==> config.mk <==
export PLATFORM = sky130hd
export DESIGN_NAME = uart_tx_feeder
export DESIGN_NICKNAME = d
export VERILOG_FILES = /design/src/rtl/uart_tx_feeder_pkg.sv /design/src/rtl/uart_sync_fifo.sv /design/src/rtl/uart_tx_feeder.sv
export SDC_FILE = /design/constraint.sdc
export NUM_CORES = 1
export LEC_CHECK = 0
export CAP_MARGIN = 20
export CORE_MARGIN = 2
export CORE_UTILIZATION = 33
export CTS_CLUSTER_SIZE = 28
export DETAILED_ROUTE_END_ITERATION = 12
export HOLD_SLACK_MARGIN = 0.15
export PLACE_DENSITY = 0.46
export SYNTH_ARGS = -nofsm -noshare
export SYNTH_HDL_FRONTEND = slang
export SYNTH_HIERARCHICAL = 1
export SYNTH_SLANG_ARGS = --single-unit
export TNS_END_PERCENT = 50
==> constraint.sdc <==
create_clock -name clk -period 7.3 [get_ports clk]
set_input_delay 1.46 -clock clk [delete_from_list [all_inputs] [get_ports clk]]
set_output_delay 1.46 -clock clk [all_outputs]
set_load 0.02 [all_outputs]
==> src/rtl/uart_tx_feeder_pkg.sv <==
// Shared definitions for the UART transmit feeder: default widths and FSM state encodings.
package uart_tx_feeder_pkg;

   localparam int unsigned DEF_DATA_WIDTH = 8;
   localparam int unsigned DEF_FIFO_DEPTH = 16;

   typedef enum logic [1:0] {
      S_IDLE      = 2'b00,
      S_LAUNCH    = 2'b01,
      S_WAIT_ACK  = 2'b10,
      S_WAIT_DONE = 2'b11
   } feeder_state_e;

endpackage

==> src/rtl/uart_sync_fifo.sv <==
// Synchronous FIFO with show-ahead head, registered full/empty/level and an overflow pulse.
module uart_sync_fifo
   import uart_tx_feeder_pkg::*;
#(
   parameter  int unsigned DATA_WIDTH = DEF_DATA_WIDTH,
   parameter  int unsigned FIFO_DEPTH = DEF_FIFO_DEPTH,
   localparam int unsigned ADDR_WIDTH = $clog2(FIFO_DEPTH)
) (
   input  logic                  clk,
   input  logic                  rst,
   input  logic                  wr_en,
   input  logic [DATA_WIDTH-1:0] wr_data,
   input  logic                  rd_en,
   output logic [DATA_WIDTH-1:0] rd_data,
   output logic                  full,
   output logic                  empty,
   output logic [ADDR_WIDTH:0]   level,
   output logic                  overflow
);

   localparam int unsigned CNT_WIDTH = ADDR_WIDTH + 1;

   logic [DATA_WIDTH-1:0] r_mem [FIFO_DEPTH];
   logic [ADDR_WIDTH-1:0] r_wr_ptr;
   logic [ADDR_WIDTH-1:0] r_rd_ptr;
   logic [CNT_WIDTH-1:0]  r_count;
   logic                  r_full;
   logic                  r_empty;
   logic                  r_overflow;

   logic                  w_wr_ok;
   logic                  w_rd_ok;
   logic [CNT_WIDTH-1:0]  w_count_nxt;

   // Acceptance uses the registered flags: a full FIFO rejects writes even if it pops this cycle.
   assign w_wr_ok = wr_en && !r_full;
   assign w_rd_ok = rd_en && !r_empty;

   always_comb begin
      w_count_nxt = r_count;
      case ({w_wr_ok, w_rd_ok})
         2'b10:   w_count_nxt = r_count + CNT_WIDTH'(1);
         2'b01:   w_count_nxt = r_count - CNT_WIDTH'(1);
         default: w_count_nxt = r_count;
      endcase
   end

   always_ff @(posedge clk) begin
      if (w_wr_ok) begin
         r_mem[r_wr_ptr] <= wr_data;
      end
   end

   always_ff @(posedge clk or posedge rst) begin
      if (rst) begin
         r_wr_ptr   <= '0;
         r_rd_ptr   <= '0;
         r_count    <= '0;
         r_full     <= 1'b0;
         r_empty    <= 1'b1;
         r_overflow <= 1'b0;
      end else begin
         if (w_wr_ok) begin
            r_wr_ptr <= r_wr_ptr + ADDR_WIDTH'(1);
         end
         if (w_rd_ok) begin
            r_rd_ptr <= r_rd_ptr + ADDR_WIDTH'(1);
         end
         r_count    <= w_count_nxt;
         r_full     <= (w_count_nxt == CNT_WIDTH'(FIFO_DEPTH));
         r_empty    <= (w_count_nxt == '0);
         r_overflow <= wr_en && r_full;
      end
   end

   assign rd_data  = r_mem[r_rd_ptr];
   assign full     = r_full;
   assign empty    = r_empty;
   assign level    = r_count;
   assign overflow = r_overflow;

endmodule

==> src/rtl/uart_tx_feeder.sv <==
// Feeds buffered host bytes to a UART transmitter one frame at a time, holding each byte for the whole frame.
module uart_tx_feeder
   import uart_tx_feeder_pkg::*;
#(
   parameter  int unsigned DATA_WIDTH = DEF_DATA_WIDTH,
   parameter  int unsigned FIFO_DEPTH = DEF_FIFO_DEPTH,
   localparam int unsigned ADDR_WIDTH = $clog2(FIFO_DEPTH)
) (
   input  logic                  clk,
   input  logic                  rst,
   input  logic                  wr_en,
   input  logic [DATA_WIDTH-1:0] wr_data,
   output logic                  full,
   output logic                  empty,
   output logic [ADDR_WIDTH:0]   level,
   output logic                  overflow,
   input  logic                  tx_dv,
   output logic                  tx_start,
   output logic [DATA_WIDTH-1:0] tx_data,
   output logic                  busy
);

   feeder_state_e         r_state;
   feeder_state_e         w_state_nxt;
   logic                  r_tx_start;
   logic                  r_busy;
   logic [DATA_WIDTH-1:0] r_tx_data;

   logic                  w_pop;
   logic [DATA_WIDTH-1:0] w_head;
   logic                  w_empty;

   uart_sync_fifo #(
      .DATA_WIDTH (DATA_WIDTH),
      .FIFO_DEPTH (FIFO_DEPTH)
   ) u_fifo (
      .clk      (clk),
      .rst      (rst),
      .wr_en    (wr_en),
      .wr_data  (wr_data),
      .rd_en    (w_pop),
      .rd_data  (w_head),
      .full     (full),
      .empty    (w_empty),
      .level    (level),
      .overflow (overflow)
   );

   always_comb begin
      w_state_nxt = r_state;
      w_pop       = 1'b0;
      case (r_state)
         S_IDLE: begin
            if (!w_empty && tx_dv) begin
               w_pop       = 1'b1;
               w_state_nxt = S_LAUNCH;
            end
         end
         S_LAUNCH:    w_state_nxt = S_WAIT_ACK;
         S_WAIT_ACK:  if (!tx_dv) w_state_nxt = S_WAIT_DONE;
         S_WAIT_DONE: if (tx_dv)  w_state_nxt = S_IDLE;
         default:     w_state_nxt = S_IDLE;
      endcase
   end

   // tx_data only loads on the pop, so it stays frozen until the next launch.
   always_ff @(posedge clk or posedge rst) begin
      if (rst) begin
         r_state    <= S_IDLE;
         r_tx_start <= 1'b0;
         r_busy     <= 1'b0;
         r_tx_data  <= '0;
      end else begin
         r_state    <= w_state_nxt;
         r_tx_start <= (w_state_nxt == S_LAUNCH);
         r_busy     <= (w_state_nxt != S_IDLE);
         if (w_pop) begin
            r_tx_data <= w_head;
         end
      end
   end

   assign empty    = w_empty;
   assign tx_start = r_tx_start;
   assign tx_data  = r_tx_data;
   assign busy     = r_busy;

endmodule

# Yosys cells after proc, flatten, opt, wreduce, memory -nomap -nowiden
# Memory sizes are Yosys's and may differ from the RTL's. A register that Yosys moved wholly into a read port is not among the register bits.
# Cells that the tools add are included.
# classes
reduce_logical	9
n_addsub	4
n_eq_ne	7
mux	9
# op_table
operator	n
case mux 5 bit (2 select lines)	1
adder 4 x 1 -> 4 bit (second input constant)	2
case mux 2 bit (4 select lines)	1
equality test 2 x 1 -> 1 bit (second input constant)	3
equality test 2 bit (second input constant)	3
2-to-1 mux 2 bit	3
adder 5 x 1 -> 5 bit (second input constant)	1
equality test 5 bit (second input constant)	1
zero test 5 bit	1
subtractor 5 x 1 -> 5 bit (second input constant)	1
logical AND 1 bit	4
2-to-1 mux 1 bit	4
zero test 1 bit	2
zero test 2 bit	1
nonzero test 2 bit	1
# totals
word_cells	39
reg_bits	20
mem_bits_rw	128
memories	1
out_inout_bits	18
# memory_table
memory	words	width	rd	rd_ports_with_merged_regs	wr	line	source
u_fifo.r_mem	16	8	1	1	1	uart_sync_fifo.sv:23	logic [DATA_WIDTH-1:0] r_mem [FIFO_DEPTH];

# Depth between registers and ports, before layout
# depth
word_depth	8
mapped_depth	13

# Modules after synthesis
# Netlist, hierarchy kept.
# modules_own_cells
module	instances	area_per_inst_um2	cells_each
uart_sync_fifo	1	5848.1	288
uart_tx_feeder	1	467.9	31

# Least setup slack after synthesis
# OpenSTA, ideal clock, no wires.
# synth_timing
kind	input port to flip-flop
startpoint	in tx_dv
endpoint	reg u_fifo.r_full (netlist: u_fifo/full)
cell_stages	13
slack_ps	3446
t_arrival_ps	3759
required_ps	7205
path_cell_list	nor4b_2 > buf_6 > nand2b_4 > buf_6 > inv_2 > nand2_1 > xnor2_1 > ha_1 > a21oi_1 > or3_4 > a2111o_1 > a31o_1 > nor4b_2
# synth_via
elab_chain_cells	7
word_cells_on_any_way	8
cone_classes	3 x eq/ne; 3 x mux; 2 x reduce/logical
# synth_lines
element	line	source
start: declaration	uart_tx_feeder.sv:17	input logic tx_dv,
logical AND 1 bit *	uart_tx_feeder.sv:54	if (!w_empty && tx_dv) begin
2-to-1 mux 1 bit *	uart_tx_feeder.sv:54	
2-to-1 mux 1 bit *	uart_tx_feeder.sv:52	case (r_state)
named net w_pop	uart_tx_feeder.sv:29	logic w_pop;
logical AND 1 bit *	uart_sync_fifo.sv:37	assign w_rd_ok = rd_en && !r_empty;
equality test 2 x 1 -> 1 bit / equality test 2 bit (equally long branches)	uart_sync_fifo.sv:41	case ({w_wr_ok, w_rd_ok})
case mux 5 bit (2 select lines) *	uart_sync_fifo.sv:41	
equality test 5 bit *	uart_sync_fifo.sv:70	r_full <= (w_count_nxt == CNT_WIDTH'(FIFO_DEPTH));
end signal: assignment	uart_sync_fifo.sv:70	
end: declaration	uart_sync_fifo.sv:27	logic r_full;
# The timed path passes the listed nets; every way through them passes the cells marked *.
# A chain may end at the register's enable or synchronous reset.

# Final worst setup path
# layout_timing
startpoint	in tx_dv
endpoint	reg u_fifo.r_empty (netlist: u_fifo/empty)
# layout_via
elab_chain_cells	7
word_cells_on_any_way	8
cone_classes	2 x eq/ne; 3 x mux; 3 x reduce/logical
# layout_lines
element	line	source
logical AND 1 bit *	uart_tx_feeder.sv:54	
2-to-1 mux 1 bit *	uart_tx_feeder.sv:54	
2-to-1 mux 1 bit *	uart_tx_feeder.sv:52	
logical AND 1 bit *	uart_sync_fifo.sv:37	
equality test 2 x 1 -> 1 bit / equality test 2 bit (equally long branches)	uart_sync_fifo.sv:41	
case mux 5 bit (2 select lines) *	uart_sync_fifo.sv:41	
zero test 5 bit *	uart_sync_fifo.sv:71	r_empty <= (w_count_nxt == '0);
end signal: assignment	uart_sync_fifo.sv:71	
end: declaration	uart_sync_fifo.sv:28	logic r_empty;
# Every way passes the cells marked *; elsewhere a longest branch is shown, timed or not.

==> metrics <==
largest net degree at the start of global routing=28; Congestion Overflow GR=0; Rel. slew slack=58.10%; Initial Util=33.65%; Synth Area in Adders=1.387%; total number of vias=3045; EDFF count, synth=128; vias per cell=5.058; clock buffer depth=2; antenna-violating nets left=0; clk_lat worst skew=0.42 ns; internal cell power=2.040 mW; P_leak=between 2 and 2.5 nW; Max-Cap Viols=0; Tmin final=roughly 4.2 ns; Simple-Gate Fraction of Synth Area=under 10%; share of cells above drive strength 1=25.54%; worst endpoint required time=around 7.6 ns; Worst-Margin Slew=0.6277 ns; CTS tree=built; maximum clock rate=around 0.24 GHz; status=finished clean; P per Cell Area=392.5 nW/um^2; predominant post-synthesis flop cell=edfxtp_1; Compound-Gate Fraction of Synth Area=under 10%; CP startpoint=tx_dv; WL/cell=20.02 um; Hold Path Class=reg2reg; CTS Sinks=approximately 160; FF+latch area=roughly 4500 um^2; CTS Buf Count=17; Avg Cell Area, Syn=19.80 um^2; Initial DRT Pass Iterations=4; post-CTS resize count=0; Iteration-0 DRC Markers=around 250; Setup WS pre-CTS=around 2.7 ns; PortBufs=29; commonest cells after routing, fill and taps aside=edfxtp_1 (128), mux4_2 (40), clkdlybuf4s50_1 (29), dfrtp_1 (26); Max FO, Critical Path=10; DRC violations left=0; gp weighted congestion=0.6808; post-CTS setup buffer count=0; first-pass GRT wire length=between 15 and 20 mm; syn_nets=around 340; number of global-route vias before repair=between 3000 and 4000; #FFs+latches synth=approximately 160; RSZ-0062 raised after global routing=false; core area=between 15000 and 20000 um^2; Critical Path Sink Type=flip-flop; final WL=12.05 mm; CP startpoint kind=primary input; Post-Route Setup TNS=0 ns; part of the power in registers=42.4%; Peak VDD IR=0.1720 mV; setup violators final=0; critical path data arrival time=4.50 ns; post-synthesis xor/xnor area fraction=1.387%; # nets final=around 370; Die Y=around 140 um; diodes inserted=0; main combinational cell family by area after synthesis=multiplexers; Post-CTS Hold Fix Bufs=0; WS Path Type=in2reg; Async SR Flop Fraction=17.95%; mux share of post-synthesis cell area=15.87%; most common cell after layout, fill and taps aside=edfxtp_1; # H-tree levels=4; cell area after synthesis=6316 um^2; Area Overhead vs Synth=17.29%; Tot GR Track Use=12.91%; Clk pwr share=29.0%; P_sw=0.8677 mW; sequential fraction of the synthesis area=just over 70%; Die X=142.3 um; Syn. warnings=6; area of the multi-input gates=1659 um^2; clock-pin slew on the worst setup and hold paths=approximately 0.06 ns; CTS root buffer=clkbuf_16; filler instances=1706; initial antenna violation count=0; Clock Skew=0.01146 ns; num ports=30; Comb power frac=between 20 and 30%; Die Area=20260 um^2; reg-to-reg critical path startpoint=r_state[0]; final setup margin=3.111 ns; fin crit share=57.38%; Cell variety after synth=45; final hold vios=0; Net Sw Frac=29.84%; Final HPWL DP=8.158 mm; hold path startpoint=tx_data[4]; Final Max Tran Viols=0; Syn Inst Count=between 300 and 400; standard-cell row count=50
-- final timing paths --
| check | to | slack (ns) | cells after the start |
|---|---|---|---|
| hold reg to reg | tx_data[4] | 0.51 | 1 |
| hold / removal | tx_data[4] | 0.51 | 1 |
| setup / recovery | u_fifo/empty | 3.11 | 13 |
| min in group asynchronous | tx_data[7] | 1.39 | 2 |
| max in group asynchronous | u_fifo/r_rd_ptr[0] | 5.40 | 2 |
| setup reg to reg | u_fifo/empty | 4.19 | 12 |
-- synth_stat cells, drive strengths merged, types with 2 or more instances --
cell type | n | area share, %
clkbuf | 6 | 0.36
and2 | 17 | 1.7
mux4 | 40 | 14
nor3 | 3 | 0.24
edfxtp | 128 | 61
ha | 7 | 1.4
nor3b | 2 | 0.24
dfrtp | 27 | 11
nand4 | 3 | 0.30
xnor2 | 9 | 1.2
nand2 | 10 | 0.59
or3 | 2 | 0.28
inv | 9 | 0.53
nand3 | 2 | 0.16
o21ai | 2 | 0.16
nand2b | 2 | 0.32
nor2 | 4 | 0.24
nor4b | 4 | 0.75
mux2 | 9 | 1.6
and3 | 4 | 0.42
buf | 9 | 0.87
a21oi | 4 | 0.32
-- power by group through the flow --
| stage | Clock [mW] | Combinational [mW] | Sequential, mW |
|---|---|---|---|
| after floorplan | 0 | 0.567 | 1.24 |
| after global placement | 0 | 0.835 | 1.26 |
| after detailed placement | 0 | 0.840 | 1.26 |
| after CTS | 0.865 | 0.843 | 1.24 |
| after global routing | 0.900 | 0.899 | 1.26 |
| final | 0.844 | 0.831 | 1.23 |
-- state kept, by name, indices dropped and copies added, names as in the netlist --
register	count
busy	1
r_state	2
tx_data	8
tx_start	1
u_fifo/empty	1
u_fifo/full	1
u_fifo/level	5
u_fifo/overflow	1
u_fifo/r_mem	128
u_fifo/r_rd_ptr	4
u_fifo/r_wr_ptr	4
-- per-stage QoR --
step                hold slack (ns)  power (mW)  cell area, um^2  std cells  util (%)
floorplan                    0.4675       1.807             6316        319         -
global route                 0.5300       3.061             7408        602     39.47
finish                       0.5053       2.908             7408        602     39.47
CTS                          0.5081       2.948             7408        602     39.47
global placement             0.4901       2.092             6845        570     36.47
detailed placement           0.4996       2.099             6845        570     36.47
-- cell families (layout without fill, tap and decap cells) --
logic type                 after synthesis  count (layout)
DFF                                    156             156
and+or+nand+nor                         57              57
muxes                                   49              49
buffers and inverters                   24              73
AOI/OAI and AO/OA                       16              16
xor gates and xnor gates                10              10
adders and majority gates                7               7
-- cell type report --
| type | instances | area share, % |
|---|---|---|
| clock buffer | 21 | 5.945 |
| tap | 234 | 3.952 |
| multi-input combinational | 139 | 22.39 |
| timing repair buffer | 32 | 4.222 |
| sequential | 156 | 61.37 |
| clock inverter | 11 | 1.655 |
| inverter | 9 | 0.4560 |
-- per-layer routing --
metal  GRT usage, %  wire (um)  up-vias
met5              0          0        -
met2          18.97       5532       55
met3          4.172        479       12
met4          4.221        124        0
met1          18.28       5914     1625
li1               -          -     1353
-- worst max-delay path, stage by stage --
cell	delay, ns
clkdlybuf4s50_1	0.52
nor4b_2	0.20
buf_4	0.24
nand2b_4	0.11
inv_2	0.14
nand2_1	0.10
xnor2_1	0.16
ha_1	0.25
a21oi_1	0.08
or3_4	0.35
a2111o_1	0.41
a31o_1	0.25
nor4_1	0.22
Note: power is estimated with default switching activity, not from simulation.
